## src/rtl/blake2_cmd_tx.sv

```systemverilog
// Streams one BLAKE2 hash job to a block-oriented hash device: a 10-byte CONF header,
// then 64-byte blocks of payload (zero padded), each block gated by the device's ready.
module blake2_cmd_tx (
  input  logic        clk,
  input  logic        nreset,
  input  logic        start_i,
  input  logic [5:0]  kk_i,
  input  logic [5:0]  nn_i,
  input  logic [63:0] ll_i,
  input  logic        msg_v_i,
  input  logic [7:0]  msg_i,
  output logic        msg_ready_o,
  input  logic        ready_v_i,
  output logic        valid_o,
  output logic [1:0]  cmd_o,
  output logic [7:0]  data_o,
  output logic        busy_o,
  output logic        done_o,
  output logic [2:0]  state_o
);

  localparam logic [1:0] CMD_CONF  = 2'd0;
  localparam logic [1:0] CMD_START = 2'd1;
  localparam logic [1:0] CMD_DATA  = 2'd2;
  localparam logic [1:0] CMD_LAST  = 2'd3;

  localparam logic [2:0] S_IDLE     = 3'd0;
  localparam logic [2:0] S_CONF     = 3'd1;
  localparam logic [2:0] S_HOLD     = 3'd2;
  localparam logic [2:0] S_WAIT_RDY = 3'd3;
  localparam logic [2:0] S_BLOCK    = 3'd4;
  localparam logic [2:0] S_DONE     = 3'd5;

  logic [2:0]  state;
  logic [5:0]  nn_q;
  logic [63:0] ll_sh;
  logic [63:0] rem;
  logic [3:0]  conf_cnt;
  logic        hold_cnt;
  logic [5:0]  idx;
  logic        first_blk;
  logic        last_blk;
  logic [1:0]  cmd_sel;

  // Handshakes: a payload byte moves when msg_v_i & msg_ready_o are both high at a rising
  // edge; a device byte is presented on valid_o for one cycle with no back-pressure, and
  // ready_v_i only gates the start of a 64-byte block.
  assign msg_ready_o = (state == S_BLOCK) && (rem != 64'd0);
  assign state_o     = state;

  always_comb begin
    cmd_sel = CMD_DATA;
    if (idx == 6'd0) begin
      if (first_blk)     cmd_sel = CMD_START;
      else if (last_blk) cmd_sel = CMD_LAST;
    end else if (idx == 6'd1 && first_blk && last_blk) begin
      cmd_sel = CMD_LAST;
    end
  end

  always_ff @(posedge clk or negedge nreset) begin
    if (!nreset) begin
      state     <= S_IDLE;
      nn_q      <= '0;
      ll_sh     <= '0;
      rem       <= '0;
      conf_cnt  <= '0;
      hold_cnt  <= 1'b0;
      idx       <= '0;
      first_blk <= 1'b0;
      last_blk  <= 1'b0;
      valid_o   <= 1'b0;
      cmd_o     <= '0;
      data_o    <= '0;
      busy_o    <= 1'b0;
      done_o    <= 1'b0;
    end else begin
      valid_o <= 1'b0;
      cmd_o   <= CMD_DATA;
      data_o  <= '0;
      done_o  <= 1'b0;
      case (state)
        S_IDLE: begin
          if (start_i) begin
            nn_q      <= nn_i;
            ll_sh     <= ll_i;
            rem       <= ll_i + ((kk_i != 6'd0) ? 64'd64 : 64'd0);
            first_blk <= 1'b1;
            busy_o    <= 1'b1;
            conf_cnt  <= '0;
            valid_o   <= 1'b1;
            cmd_o     <= CMD_CONF;
            data_o    <= {2'b00, kk_i};
            state     <= S_CONF;
          end
        end
        S_CONF: begin
          // conf_cnt is the index of the header byte currently on data_o.
          if (conf_cnt == 4'd9) begin
            hold_cnt <= 1'b0;
            state    <= S_HOLD;
          end else begin
            conf_cnt <= conf_cnt + 4'd1;
            valid_o  <= 1'b1;
            cmd_o    <= CMD_CONF;
            if (conf_cnt == 4'd0) begin
              data_o <= {2'b00, nn_q};
            end else begin
              data_o <= ll_sh[7:0];
              ll_sh  <= ll_sh >> 8;
            end
          end
        end
        S_HOLD: begin
          if (hold_cnt) state <= S_WAIT_RDY;
          else          hold_cnt <= 1'b1;
        end
        S_WAIT_RDY: begin
          if (ready_v_i) begin
            idx      <= '0;
            last_blk <= (rem <= 64'd64);
            state    <= S_BLOCK;
          end
        end
        S_BLOCK: begin
          // Payload bytes wait on the source; pad bytes go out back-to-back.
          if (rem == 64'd0 || msg_v_i) begin
            valid_o <= 1'b1;
            cmd_o   <= cmd_sel;
            data_o  <= (rem != 64'd0) ? msg_i : 8'h00;
            if (rem != 64'd0) rem <= rem - 64'd1;
            idx <= idx + 6'd1;
            if (idx == 6'd63) begin
              first_blk <= 1'b0;
              hold_cnt  <= 1'b0;
              state     <= last_blk ? S_DONE : S_HOLD;
            end
          end
        end
        S_DONE: begin
          done_o <= 1'b1;
          busy_o <= 1'b0;
          state  <= S_IDLE;
        end
        default: state <= S_IDLE;
      endcase
    end
  end

endmodule

```

## config.mk

```make
export PLATFORM = sky130hd
export DESIGN_NAME = blake2_cmd_tx
export DESIGN_NICKNAME = d
export VERILOG_FILES = /design/src/rtl/blake2_cmd_tx.sv
export SDC_FILE = /design/constraint.sdc
export NUM_CORES = 1
export LEC_CHECK = 0
export BUFFER_PORTS_ARGS = -buffer_cell sky130_fd_sc_hd__buf_2
export CORE_AREA = 2 2 150 152
export CTS_BUF_LIST = sky130_fd_sc_hd__clkbuf_8
export DETAILED_ROUTE_END_ITERATION = 7
export DIE_AREA = 0 0 152 154
export PLACE_DENSITY = 0.66
export SLEW_MARGIN = 40
export SYNTH_ARGS = -nofsm -noshare
export SYNTH_HDL_FRONTEND = slang
export SYNTH_SLANG_ARGS = --single-unit
export TNS_END_PERCENT = 5
```

## constraint.sdc

```tcl
create_clock -name clk -period 2.5 [get_ports clk]
set_clock_uncertainty 0.15 [all_clocks]
set_input_delay 0.625 -clock clk [delete_from_list [all_inputs] [get_ports clk]]
set_output_delay 0.625 -clock clk [all_outputs]
set_load 0.01 [all_outputs]
```

# --- Word level (Yosys, flattened, before mapping) ---
# Index checks and enable logic that the tools add are counted.
totals:
  reg_bits: 163
  inputBits: 89
op_classes:
  n_addsub: 4
  order_cmp: 1
  n_eq_ne: 17
  n_mux: 49
  n_reduce_logical: 25
ops:
  columns: ["op", "n"]
  rows:
  - ["64-bit 2-to-1 mux", 6]
  - ["64-bit case mux with 2 select lines", 2]
  - ["64-bit by 7-bit adder with 64-bit output", 1]
  - ["64-bit by 7-bit less-or-equal comparator with 1-bit output, second input constant", 1]
  - ["64-bit logical NOT", 1]
  - ["64-bit nonzero test", 1]
  - ["64-bit by 1-bit subtractor with 64-bit output, second input constant", 1]
  - ["8-bit 2-to-1 mux", 4]
  - ["8-bit case mux with 3 select lines", 1]
  - ["3-bit 2-to-1 mux", 7]
  - ["6-bit 2-to-1 mux", 3]
  - ["4-bit AND reduction", 4]
  - ["3-bit case mux with 5 select lines", 1]
  - ["2-bit inequality test, second input constant", 6]
  - ["6-bit case mux with 2 select lines", 1]
  - ["1-bit 2-to-1 mux", 10]
  - ["2-bit 2-to-1 mux", 5]
  - ["4-bit 2-to-1 mux", 2]
  - ["4-bit case mux with 2 select lines", 1]
  - ["2-bit nonzero test", 4]
  - ["7-bit 2-to-1 mux", 1]
  - ["6-bit by 1-bit adder with 6-bit output, second input constant", 1]
  - ["3-bit by 2-bit == test with 1-bit output, second input constant", 2]
  - ["3-bit == test, second input constant", 2]
  - ["19 further kinds", 28]

# --- Longest topological paths before layout ---
# Gate-level depths: netlist of the first run.
logic_depth:
  depth_word: 7
  ltp_mapped: 12

# --- Least setup slack after synthesis of the first run ---
# Ideal clock, no wire load.
synth_path:
  path_kind: "input port to flip-flop"
  startpoint: "input kk_i[5]"
  endpoint: "register rem[60]"
  arrival_time_ns: 2.630
  required_ns: 2.229
  path_slack_ns: -0.401
  cell_stages: 12
  n_path_buf: 1
  path_cell_list: "nor4_1 > nand2_1 > ha_1 > ha_1 > nand3_1 > nor3_1 > nand4_1 > clkbuf_1 > nor3_1 > xnor2_1 > o22ai_1 > a22o_1"
synth_via:
  elab_chain_len: 5
synth_lines:
  columns: ["element", "line_no", "text"]
  rows:
  - ["start: declaration", "7", "input logic [5:0] kk_i,"]
  - ["6-bit nonzero test", "87", "rem <= ll_i + ((kk_i != 6'd0) ? 64'd64 : 64'd0);"]
  - ["7-bit 2-to-1 mux", "87", null]
  - ["64-bit by 7-bit adder with 64-bit output", "87", null]
  - ["64-bit 2-to-1 mux", "84", "if (start_i) begin"]
  - ["64-bit case mux with 2 select lines", "82", "case (state)"]
  - ["end signal: assignment", "87", null]
  - ["end signal: assignment", "131", "if (rem != 64'd0) rem <= rem - 64'd1;"]
  - ["end: declaration", "37", "logic [63:0] rem;"]
# Every way passes these cells. The select of a mux whose other input is x is not followed.
# A chain may end at the register's enable or synchronous reset.

# --- Worst setup path after layout of the first run ---
layout_path:
  startpoint: "register rem[60]"
  endpoint: "output msg_ready_o"
layout_via:
  elab_chain_len: 2
layout_lines:
  columns: ["element", "line_no", "text"]
  rows:
  - ["64-bit nonzero test", "48", "assign msg_ready_o = (state == S_BLOCK) && (rem != 64'd0);"]
  - ["1-bit logical AND", "48", null]
  - ["end: declaration", "12", "output logic msg_ready_o,"]
# Every way passes these cells.

==> impl_metrics.py, run 1 <==
metrics = {
    "clocking": {
        "cts_tree": "yes",
        "cts_sinks": 163,
        "clk_transition_reported_paths_ns": 0.10,
        "h-tree-depth": 4,
        "numCtsBuffers": 17,
        "cts_buffer_depth": 2,
        "clockRootBuffer": "clkbuf_8",
        "clock_latency_ns": 0.46,
    },
    "timing": {
        "fmax_mhz": 319,
        "setup_slack_ns": -0.632,
        "relSlewSlack": 0.533,
        "hold_viol_final": 0,
        "fin_crit_ns": 3.13,
        "hold_ws_ns": 0.203,
        "tightest_slew_ns": 0.694,
        "rsz0062_at_grt": "true",
        "setup_viol": 82,
        "min_period_over_period": 1.25,
        "maxSlewViolCount": 0,
    },
    "final_layout": {
        "final_nets": 1517,
        "antenna_cells": 0,
        "multi_input_area_sq_um": 5480,
        "drive_gt1_frac": 0.287,
        "final_cell_area_sq_um": 12800,
        "nFillCells": 1903,
        "regArea_sq_um": 4080,
        "post-route-util": 0.591,
        "area_growth_pct": 31.9,
        "final_cells": 1711,
    },
    "setup_path": {
        "timing.rr.start": "rem[60]$_DFFE_PN0P_",
        "rrSetupSlack_ns": -0.37,
        "crit_path_top_delay_cell": "or4_4",
        "cp-start-kind": "flop",
        "worstPathBufferInverterCount": 2,
        "arrival_ns": 2.36,
        "cp-end-kind": "output pin",
        "path_common_cell": "or4_4",
        "crit_path_max_incr_delay_ns": 0.54,
        "r2r_end": "rem[21]$_DFFE_PN0P_",
        "required_ns": 1.73,
        "crit_type": "reg -> out",
        "r2r_cells": 9,
        "crit_chain": "or4_4 -> or4_4 -> nor3_4 -> nand3_2 -> nand2_2 -> inv_2 -> buf_6",
        "critical_path.top_delay_family": "simple AND/OR/NAND/NOR gates",
        "path_max_fanout": 2,
    },
    "synthesis": {
        "synth.area.top_cells": "dfrtp_1 42%, o21ai_0 7.3%, nand2_1 6.3%",
        "synth_edf_count": 0,
        "synth_most_common_cell": "dfrtp_1",
        "synth_top_family_by_area": "simple AND/OR/NAND/NOR gates",
        "synth_area_per_cell_sq_um": 8.52,
        "synth_seq_cells": 163,
        "syn-instance-count": 1141,
        "synth_xor_area_frac": 0.0505,
        "synthMuxAreaShare": 0.0608,
        "yosys.area.top_type_share": 0.420,
        "synthArstFlopShare": 1.00,
        "ys_seq_area_frac": 0.420,
        "yosys-top-cells-count": "163 x dfrtp_1, 162 x nand2_1, 141 x o21ai_0, 96 x nor2_1, 66 x a21oi_1",
        "ys_warn_count": 0,
        "yosysUniqueCellTypes": 61,
        "yosysTopAreaCell": "dfrtp_1",
        "synth_area_sq_um": 9720,
        "synth_fa_ha_area_frac": 0.0129,
        "synth-simple-area-share": 0.220,
        "ys.flop_type": "dfrtp_1",
        "syn-num-nets": 1240,
        "synth_compound_gate_area_share": 0.198,
    },
    "floorplan": {
        "num_io_pins": 106,
        "initial_core_util": 0.448,
        "die_area_sq_um": 23400,
        "core_area_sq_um": 21700,
        "die_x_um": 152,
        "die_h_um": 154,
        "num_rows": 54,
    },
    "hold_path": {
        "whs_path_depth": 3,
        "hp-class": "in -> reg",
        "min_delay_worst_endpoint": "nn_q[5]$_DFFE_PN0P_",
        "min_from": "nn_i[5]",
    },
    "route": {
        "first_iter_violations": 711,
        "wirelength_mm": 29.2,
        "drc": 0,
        "drt-vias-per-instance": 5.59,
        "firstDrtPassIters": 5,
        "num_vias": 9570,
        "ant_nets": 0,
        "wl_per_cell_um": 17.0,
    },
    "global_routing": {
        "grt.total_usage": 0.248,
        "antenna_found_initial": 0,
        "grt_pass1_wl_mm": 47.3,
        "grt_max_degree": 93,
        "grt_pass1_vias": 9233,
        "grt_overflow": 0,
    },
    "placement": {
        "gp_congestion": 0.856,
        "pre_cts_ws_ns": -0.434,
        "dp_cells": 1672,
        "port_buffers": 105,
        "post_dp_cell_area_sq_um": 12100,
        "dp_hpwl_mm": 21.3,
    },
    "job": {
        "cap_violations": 0,
    },
    "run_status": {
        "status": "finished with violations",
        "violations": "negative setup slack",
    },
    "pwr": {
        "powerDensity_nw_per_um2": 1040,
        "vdd_drop_max_uv": 533,
        "p_leak_uw": 0.00563,
    },
}
## cells in the final DEF (no fill, tap or decap), drive strengths merged, types with 5 or more instances in the layout
cell        n
buf       323
dfrtp     163
nand2     162
o21ai     142
nor2       97
a21oi      67
mux2i      59
nor3       53
nand3      35
inv        30
xnor2      29
xor2       27
nand4      24
nor4       21
clkbuf     19
a22o       18
or3        11
o22ai      10
o2bb2ai    10
ha         10
a2bb2oi     9
a22oi       8
and3        8
or4         8
o22a        7
a221o       6
o31ai       6
a31oi       6
clkinvlp    5
nor3b       5
nand2b      5
or2         5
## state kept, by name, summed over array words and instances, names as in the netlist
signal and flops:
first_blk 1, ll_sh 64, idx 6, conf_cnt 4, busy_o 1, valid_o 1, nn_q 6, rem 64
data_o 8, cmd_o 2, done_o 1, hold_cnt 1, last_blk 1, state_o 3
## report_power, final
group / switching [uW] / total (uW) / leakage [uW] / internal (uW)
clock network: 1070 / 2070 / 0.000199 / 996
logic: 3520 / 6600 / 0.00342 / 3090
registers: 806 / 4650 / 0.00201 / 3840
## kinds of logic (layout without fill, tap and decap cells)
kind of cell             count (synthesis)  count (layout)
buffers and inverters                   91             381
flip-flops                             163             163
AND/OR/NAND/NOR                        449             449
AO/OA/AOI/OAI                          313             313
adder cells (fa/ha/maj)                 10              10
multiplexers                            59              59
XOR/XNOR                                56              56
## layout make-up
class | count | area share
Tap cell | 280 | 0.0273
Sequential cell | 163 | 0.318
Clock inverter | 15 | 0.0140
Inverter | 23 | 0.00674
Timing Repair Buffer | 326 | 0.188
Multi-Input combinational cell | 887 | 0.428
Clock buffer | 17 | 0.0183
## per-stage QoR
step	setup TNS, ns	power [uW]
after global routing	-28.41	14300
after CTS	-15.25	13200
final	-18.06	13300
after global placement	-19.97	10800
after floorplan	-13.11	8340
after detailed placement	-22.98	11000
## per-layer routing
metal  wire (um)  GRT usage
met1       13300      0.351
met2       13700      0.409
met3        1670     0.0327
met4         469     0.0570
met5           0          0
## timing repair
| action | 4_1_cts | 5_1_grt |
|---|---|---|
| cloned | 1 | 2 |
| endpoints found under the hold margin | 40 | 0 |
| buffers inserted | 3 | 1 |
| setup endpoints to repair | 86 | 89 |
| hold buffers | 1 | 0 |
| pin swaps | 14 | 3 |
| resized for setup | 24 | 17 |
## worst max path at each step
stage / start / end / slack, ns / cells after the start
after floorplan: rem[58]$_DFFE_PN0P_ / rem[52]$_DFFE_PN0P_ / -0.27 / 10
after global placement: kk_i[0] / rem[46]$_DFFE_PN0P_ / -0.43 / 13
after detailed placement: kk_i[0] / rem[46]$_DFFE_PN0P_ / -0.43 / 13
after CTS: rem[53]$_DFFE_PN0P_ / msg_ready_o / -0.69 / 7
after global routing: rem[60]$_DFFE_PN0P_ / msg_ready_o / -0.75 / 7
final: rem[60]$_DFFE_PN0P_ / msg_ready_o / -0.63 / 7
## worst register-to-register path, stage by stage, from the launching register on
cell,delay [ns]
dfrtp_1,0.39
or4_4,0.54
or4_4,0.45
nor3_4,0.20
buf_4,0.15
a31oi_4,0.13
nand2b_4,0.26
buf_12,0.21
o21ai_0,0.14
a22o_1,0.18
No activity file was read; power rests on OpenSTA's default activity.
==> inputs of run 2 (changes only) <==
--- a/config.mk
+++ b/config.mk
@@ -5,12 +5,14 @@
 export SDC_FILE = /design/constraint.sdc
 export NUM_CORES = 1
 export LEC_CHECK = 0
+export ABC_CLOCK_PERIOD_IN_PS = 2500
 export BUFFER_PORTS_ARGS = -buffer_cell sky130_fd_sc_hd__buf_2
-export CORE_AREA = 2 2 150 152
+export CORE_AREA = 2 2 115 200
 export CTS_BUF_LIST = sky130_fd_sc_hd__clkbuf_8
 export DETAILED_ROUTE_END_ITERATION = 7
-export DIE_AREA = 0 0 152 154
-export PLACE_DENSITY = 0.66
+export DIE_AREA = 0 0 117 202
+export PLACE_DENSITY = 0.65
+export SETUP_SLACK_MARGIN = 0.5
 export SLEW_MARGIN = 40
 export SYNTH_ARGS = -nofsm -noshare
 export SYNTH_HDL_FRONTEND = slang
==> run 2 against run 1 <==
The run still ends with negative setup slack left. Register-to-register slack got worse by 0.35 ns. Power rose by 2.9%. Core utilization rose by 0.74 points. Critical path type is now reg -> reg. Critical endpoint is now hold_cnt$_DFFE_PN0P_. Highest routed layer unchanged.
==> impl_metrics.py, run 2 (synthesis results as in run 1) <==
metrics = {
    "timing": {
        "rsz0062_at_grt": "true",
        "maxSlewViolCount": 0,
        "tightest_slew_ns": 0.649,
        "hold_viol_final": 0,
        "setup_viol": 87,
        "fmax_mhz": 310,
        "fin_crit_ns": 3.22,
        "setup_slack_ns": -0.721,
        "min_period_over_period": 1.29,
        "relSlewSlack": 0.564,
        "tns_ns": -23.01,
        "hold_ws_ns": 0.156,
    },
    "route": {
        "first_iter_violations": 657,
        "num_vias": 9677,
        "firstDrtPassIters": 5,
        "ant_nets": 0,
        "wirelength_mm": 30.4,
        "drt-vias-per-instance": 5.53,
        "drc": 0,
        "wl_per_cell_um": 17.3,
    },
    "placement": {
        "dp_hpwl_mm": 22.5,
        "port_buffers": 105,
        "gp_congestion": 0.878,
        "pre_cts_ws_ns": -0.550,
    },
    "setup_path": {
        "cp.depth": 18,
        "arrival_ns": 3.45,
        "timing.rr.start": "rem[60]$_DFFE_PN0P_",
        "crit_path_top_delay_cell": "or4_4",
        "cp-startpoint": "rem[60]$_DFFE_PN0P_",
        "r2r_end": "hold_cnt$_DFFE_PN0P_",
        "crit_path_max_incr_delay_ns": 0.54,
        "path_max_fanout": 4,
        "crit_chain": "or4_4 -> or4_4 -> nor3_4 -> nand3_2 -> nand2_2 -> buf_6 -> buf_6 -> buf_6 -> buf_6 -> buf_6 -> buf_6 -> buf_6 -> buf_6 -> buf_6 -> buf_6 -> buf_6 -> o22a_4 -> a31oi_1",
        "path_common_cell": "buf_6",
        "cp-end-kind": "flop",
        "rrSetupSlack_ns": -0.72,
        "r2r_cells": 18,
        "cp-start-kind": "flop",
        "critical_path.top_delay_family": "simple AND/OR/NAND/NOR gates",
        "worstPathBufferInverterCount": 11,
        "crit_type": "reg -> reg",
        "crit_end": "hold_cnt$_DFFE_PN0P_",
        "required_ns": 2.73,
    },
    "final_layout": {
        "top_regs": "ll_sh x64, rem x64, data_o x8",
        "final_cell_mix": "209 x buf_4, 163 x dfrtp_1, 158 x nand2_1",
        "nFillCells": 2001,
        "drive_gt1_frac": 0.313,
        "final_common_cell": "buf_4",
        "antenna_cells": 0,
        "final_nets": 1541,
        "post-route-util": 0.598,
        "area_growth_pct": 35.9,
    },
    "global_routing": {
        "grt_pass1_vias": 9686,
        "grt_pass1_wl_mm": 48.3,
        "grt_overflow": 0,
        "grt.total_usage": 0.263,
        "antenna_found_initial": 0,
        "grt_max_degree": 93,
    },
    "hold_path": {
        "hp-class": "in -> reg",
    },
    "pwr": {
        "power_uw": 13700,
        "p_leak_uw": 0.00583,
        "vdd_drop_max_uv": 530,
        "powerDensity_nw_per_um2": 1040,
    },
    "run_status": {
        "status": "finished with violations",
        "violations": "negative setup slack",
    },
    "clocking": {
        "clockRootBuffer": "clkbuf_8",
        "cts_tree": "yes",
        "cts_sinks": 163,
        "clock_latency_ns": 0.50,
        "cts_buffer_depth": 2,
        "numCtsBuffers": 17,
        "clk_transition_reported_paths_ns": 0.09,
        "h-tree-depth": 4,
    },
    "floorplan": {
        "core_area_sq_um": 22100,
        "die_x_um": 117,
        "initial_core_util": 0.440,
        "die_area_sq_um": 23600,
        "num_io_pins": 106,
        "die_h_um": 202,
        "num_rows": 72,
    },
    "job": {
        "cap_violations": 0,
    },
}
run 2: per-stage QoR:
| stage | instances | area, sq um |
|---|---|---|
| floorplan | 1141 | 9810 |
| global placement | 1702 | 12300 |
| detailed placement | 1702 | 12300 |
| CTS | 1746 | 12900 |
| global route | 1751 | 13200 |
| finish | 1751 | 13200 |
run 2: worst reg2reg max path, delay by kind of cell, from the launching register on:
family          cells  cell delay (ns)
compound gates      2             0.23
buf+inv            11             0.92
flops               1             0.39
simple gates        5             1.39
run 2: how the worst min path moves through the flow:
stage	start	cells after the start	end	slack, ns
after floorplan	nreset	0	busy_o$_DFFE_PN0P_	0.18
after global placement	nn_q[2]$_DFFE_PN0P_	2	nn_q[2]$_DFFE_PN0P_	0.31
after detailed placement	nn_q[1]$_DFFE_PN0P_	2	nn_q[1]$_DFFE_PN0P_	0.32
after CTS	nn_i[0]	3	nn_q[0]$_DFFE_PN0P_	0.13
after global routing	nn_i[1]	3	nn_q[1]$_DFFE_PN0P_	0.15
final	nn_i[0]	3	nn_q[0]$_DFFE_PN0P_	0.16
run 2: where the power goes:
part / internal [uW] / total, uW / switching, uW
Clock: 1210 / 2260 / 1050
Combinational: 3190 / 6800 / 3610
Sequential: 3840 / 4650 / 804
Total: 8240 / 13700 / 5460
run 2: final cells by class:
class,instances,area (sq um),share of cell area
multi-input cells,887,5570,0.422
flip-flops and latches,163,4080,0.309
repair buffers,350,2640,0.200
well taps,296,370,0.0280
clock buffers,18,248,0.0188
clock inverters,14,213,0.0161
inverters,23,86.3,0.00654
run 2: timing repair:
| action | CTS | global route |
|---|---|---|
| endpoints found under the setup margin | 155 | 157 |
| endpoints found under the hold margin | 29 | 0 |
| setup buffers | 11 | 5 |
| hold buffers | 1 | 0 |
| resized for setup | 31 | 82 |
| pin swaps | 6 | 28 |
run 2: routing by layer:
metal / track usage / share of wire / up-vias
met2: 0.481 / 0.54 / 255
met1: 0.297 / 0.38 / 4639
li1: - / - / 4724
met5: 0 / 0 / -
met3: 0.0432 / 0.038 / 59
met4: 0.106 / 0.036 / 0
==> inputs of run 3 (changes only) <==
--- a/config.mk
+++ b/config.mk
@@ -7,11 +7,13 @@
 export LEC_CHECK = 0
 export ABC_CLOCK_PERIOD_IN_PS = 2500
 export BUFFER_PORTS_ARGS = -buffer_cell sky130_fd_sc_hd__buf_2
-export CORE_AREA = 2 2 115 200
+export CELL_PAD_IN_SITES_DETAIL_PLACEMENT = 1
+export CELL_PAD_IN_SITES_GLOBAL_PLACEMENT = 1
+export CORE_AREA = 2 2 118 207
 export CTS_BUF_LIST = sky130_fd_sc_hd__clkbuf_8
 export DETAILED_ROUTE_END_ITERATION = 7
-export DIE_AREA = 0 0 117 202
-export PLACE_DENSITY = 0.65
+export DIE_AREA = 0 0 120 209
+export PLACE_DENSITY_LB_ADDON = 0.1
 export SETUP_SLACK_MARGIN = 0.5
 export SLEW_MARGIN = 40
 export SYNTH_ARGS = -nofsm -noshare
==> run 3 against run 2 <==
The flow still finishes with violations (negative setup slack). Critical path depth fell by 11. Via count up 2.4%. Combinational power up 6.5%. Cell count rose by 0.97%. Largest power group unchanged.
==> impl_metrics.py, run 3 (synthesis results as in run 1) <==
metrics = {
    "global_routing": {
        "grt_overflow": 0,
        "antenna_found_initial": 0,
        "grt.total_usage": 0.285,
        "grt_max_degree": 93,
        "grt_pass1_wl_mm": 55.8,
        "grt_pass1_vias": 10622,
    },
    "placement": {
        "post_dp_cell_area_sq_um": 12400,
        "pre_cts_ws_ns": -0.471,
        "port_buffers": 105,
        "dp_hpwl_mm": 26.0,
        "gp_congestion": 0.822,
    },
    "setup_path": {
        "cp-start-kind": "flop",
        "crit_type": "reg -> out",
        "timing.rr.start": "rem[53]$_DFFE_PN0P_",
        "r2r_end": "idx[3]$_DFFE_PN0P_",
        "rrSetupSlack_ns": -0.34,
        "path_max_fanout": 3,
        "crit_path_top_delay_cell": "or4_4",
        "arrival_ns": 2.44,
        "worstPathBufferInverterCount": 2,
        "required_ns": 1.73,
        "cp.depth": 7,
        "crit_path_max_incr_delay_ns": 0.54,
        "critical_path.top_delay_family": "simple AND/OR/NAND/NOR gates",
        "path_common_cell": "or4_4",
        "crit_chain": "or4_4 -> or4_4 -> nor3_4 -> nand3_2 -> nand2_2 -> inv_1 -> buf_2",
        "cp-end-kind": "output pin",
        "r2r_cells": 9,
    },
    "final_layout": {
        "final_nets": 1547,
        "final_cell_mix": "226 x buf_4, 162 x dfrtp_1, 151 x nand2_1",
        "final_common_cell": "buf_4",
        "drive_gt1_frac": 0.320,
        "antenna_cells": 0,
        "top_regs": "ll_sh x64, rem x64, data_o x8",
        "final_cell_area_sq_um": 13200,
        "area_growth_pct": 35.8,
        "post-route-util": 0.560,
    },
    "route": {
        "wl_per_cell_um": 19.8,
        "firstDrtPassIters": 4,
        "first_iter_violations": 415,
        "num_vias": 9909,
        "ant_nets": 0,
        "drt-vias-per-instance": 5.60,
        "drc": 0,
        "wirelength_mm": 35.0,
    },
    "timing": {
        "rsz0062_at_grt": "true",
        "setup_slack_ns": -0.712,
        "min_period_over_period": 1.28,
        "maxSlewViolCount": 0,
        "relSlewSlack": 0.618,
        "fmax_mhz": 311,
        "tns_ns": -21.13,
        "hold_viol_final": 0,
        "fin_crit_ns": 3.21,
        "tightest_slew_ns": 0.568,
        "setup_viol": 82,
    },
    "clocking": {
        "cts_buffer_depth": 2,
        "numCtsBuffers": 17,
        "clockRootBuffer": "clkbuf_8",
        "clk_transition_reported_paths_ns": 0.09,
        "clock_latency_ns": 0.51,
        "cts_tree": "yes",
        "cts_sinks": 163,
        "h-tree-depth": 4,
    },
    "pwr": {
        "p_leak_uw": 0.00583,
        "vdd_drop_max_uv": 580,
        "powerDensity_nw_per_um2": 1040,
        "power_uw": 13800,
    },
    "run_status": {
        "violations": "negative setup slack",
        "status": "finished with violations",
    },
    "job": {
        "cap_violations": 0,
    },
    "floorplan": {
        "die_h_um": 209,
        "core_area_sq_um": 23600,
        "num_rows": 75,
        "die_x_um": 120,
        "die_area_sq_um": 25100,
        "initial_core_util": 0.413,
        "num_io_pins": 106,
    },
    "hold_path": {
        "hp-class": "in -> reg",
        "whs_path_depth": 3,
        "min_from": "nn_i[0]",
        "min_delay_worst_endpoint": "nn_q[0]$_DFFE_PN0P_",
    },
}
==> run 3: cell types whose count changed in the layout (fill, tap and decap cells not counted), sizes merged <==
| cell | delta |
|---|---|
| bufinv | -4 |
| buf | +3 |
| clkbuf | +2 |
| nor2 | +2 |
| clkinv | +1 |
| inv | +1 |
==> run 3: per-layer routing <==
metal,part of all wire,vias to the layer above,wire [um],track usage
met5,0,-,0,0
met4,0.049,0,1710,0.157
met3,0.031,73,1080,0.0401
met2,0.55,203,19400,0.530
met1,0.37,4901,12800,0.303
li1,-,4732,-,-
==> run 3: report_power, final <==
group / internal [uW] / total, uW / switching (uW)
Sequential: 3850 / 4660 / 817
Combinational: 3300 / 7240 / 3930
Clock: 816 / 1870 / 1060
Total: 7970 / 13800 / 5810
==> run 3: timing repair <==
item | 4_1_cts | 5_1_grt
pin swaps | 11 | 22
buffers inserted | 4 | 4
cloned | 3 | 2
setup endpoints to repair | 155 | 155
hold buffers | 1 | 0
gates resized for setup | 42 | 65
hold endpoints to repair | 36 | 0
==> run 3: area by class of cell <==
class | instances | area, sq um
Fill cell | 2843 | 10400
Multi-Input combinational cell | 889 | 5670
Sequential cell | 163 | 4080
Timing Repair Buffer | 354 | 2630
Tap cell | 308 | 385
Clock buffer | 19 | 262
Clock inverter | 12 | 91.3
Inverter | 23 | 86.3
==> run 3: worst max-delay path by stage <==
stage | start | endpoint | slack, ns
final | rem[53]$_DFFE_PN0P_ | msg_ready_o | -0.71
after global routing | rem[18]$_DFFE_PN0P_ | msg_ready_o | -0.82
after global placement | kk_i[0] | rem[46]$_DFFE_PN0P_ | -0.40
after CTS | rem[53]$_DFFE_PN0P_ | msg_ready_o | -0.74
after floorplan | rem[58]$_DFFE_PN0P_ | rem[52]$_DFFE_PN0P_ | -0.27
after detailed placement | kk_i[5] | rem[52]$_DFFE_PN0P_ | -0.47
==> run 3: worst register-to-register path, delay by kind of cell (launching register included) <==
family	cells	cell delay (ns)
AND/OR/NAND/NOR	4	1.46
AO/OA/AOI/OAI	3	0.44
flip-flops	1	0.39
buffers and inverters	2	0.29
==> run 3: stage by stage <==
stage	hold WS, ns	instances
6_report	0.145	1768
5_1_grt	0.148	1768
4_1_cts	0.115	1762
3_5_place_dp	0.321	1723
3_3_place_gp	0.308	1723
2_1_floorplan	0.179	1141
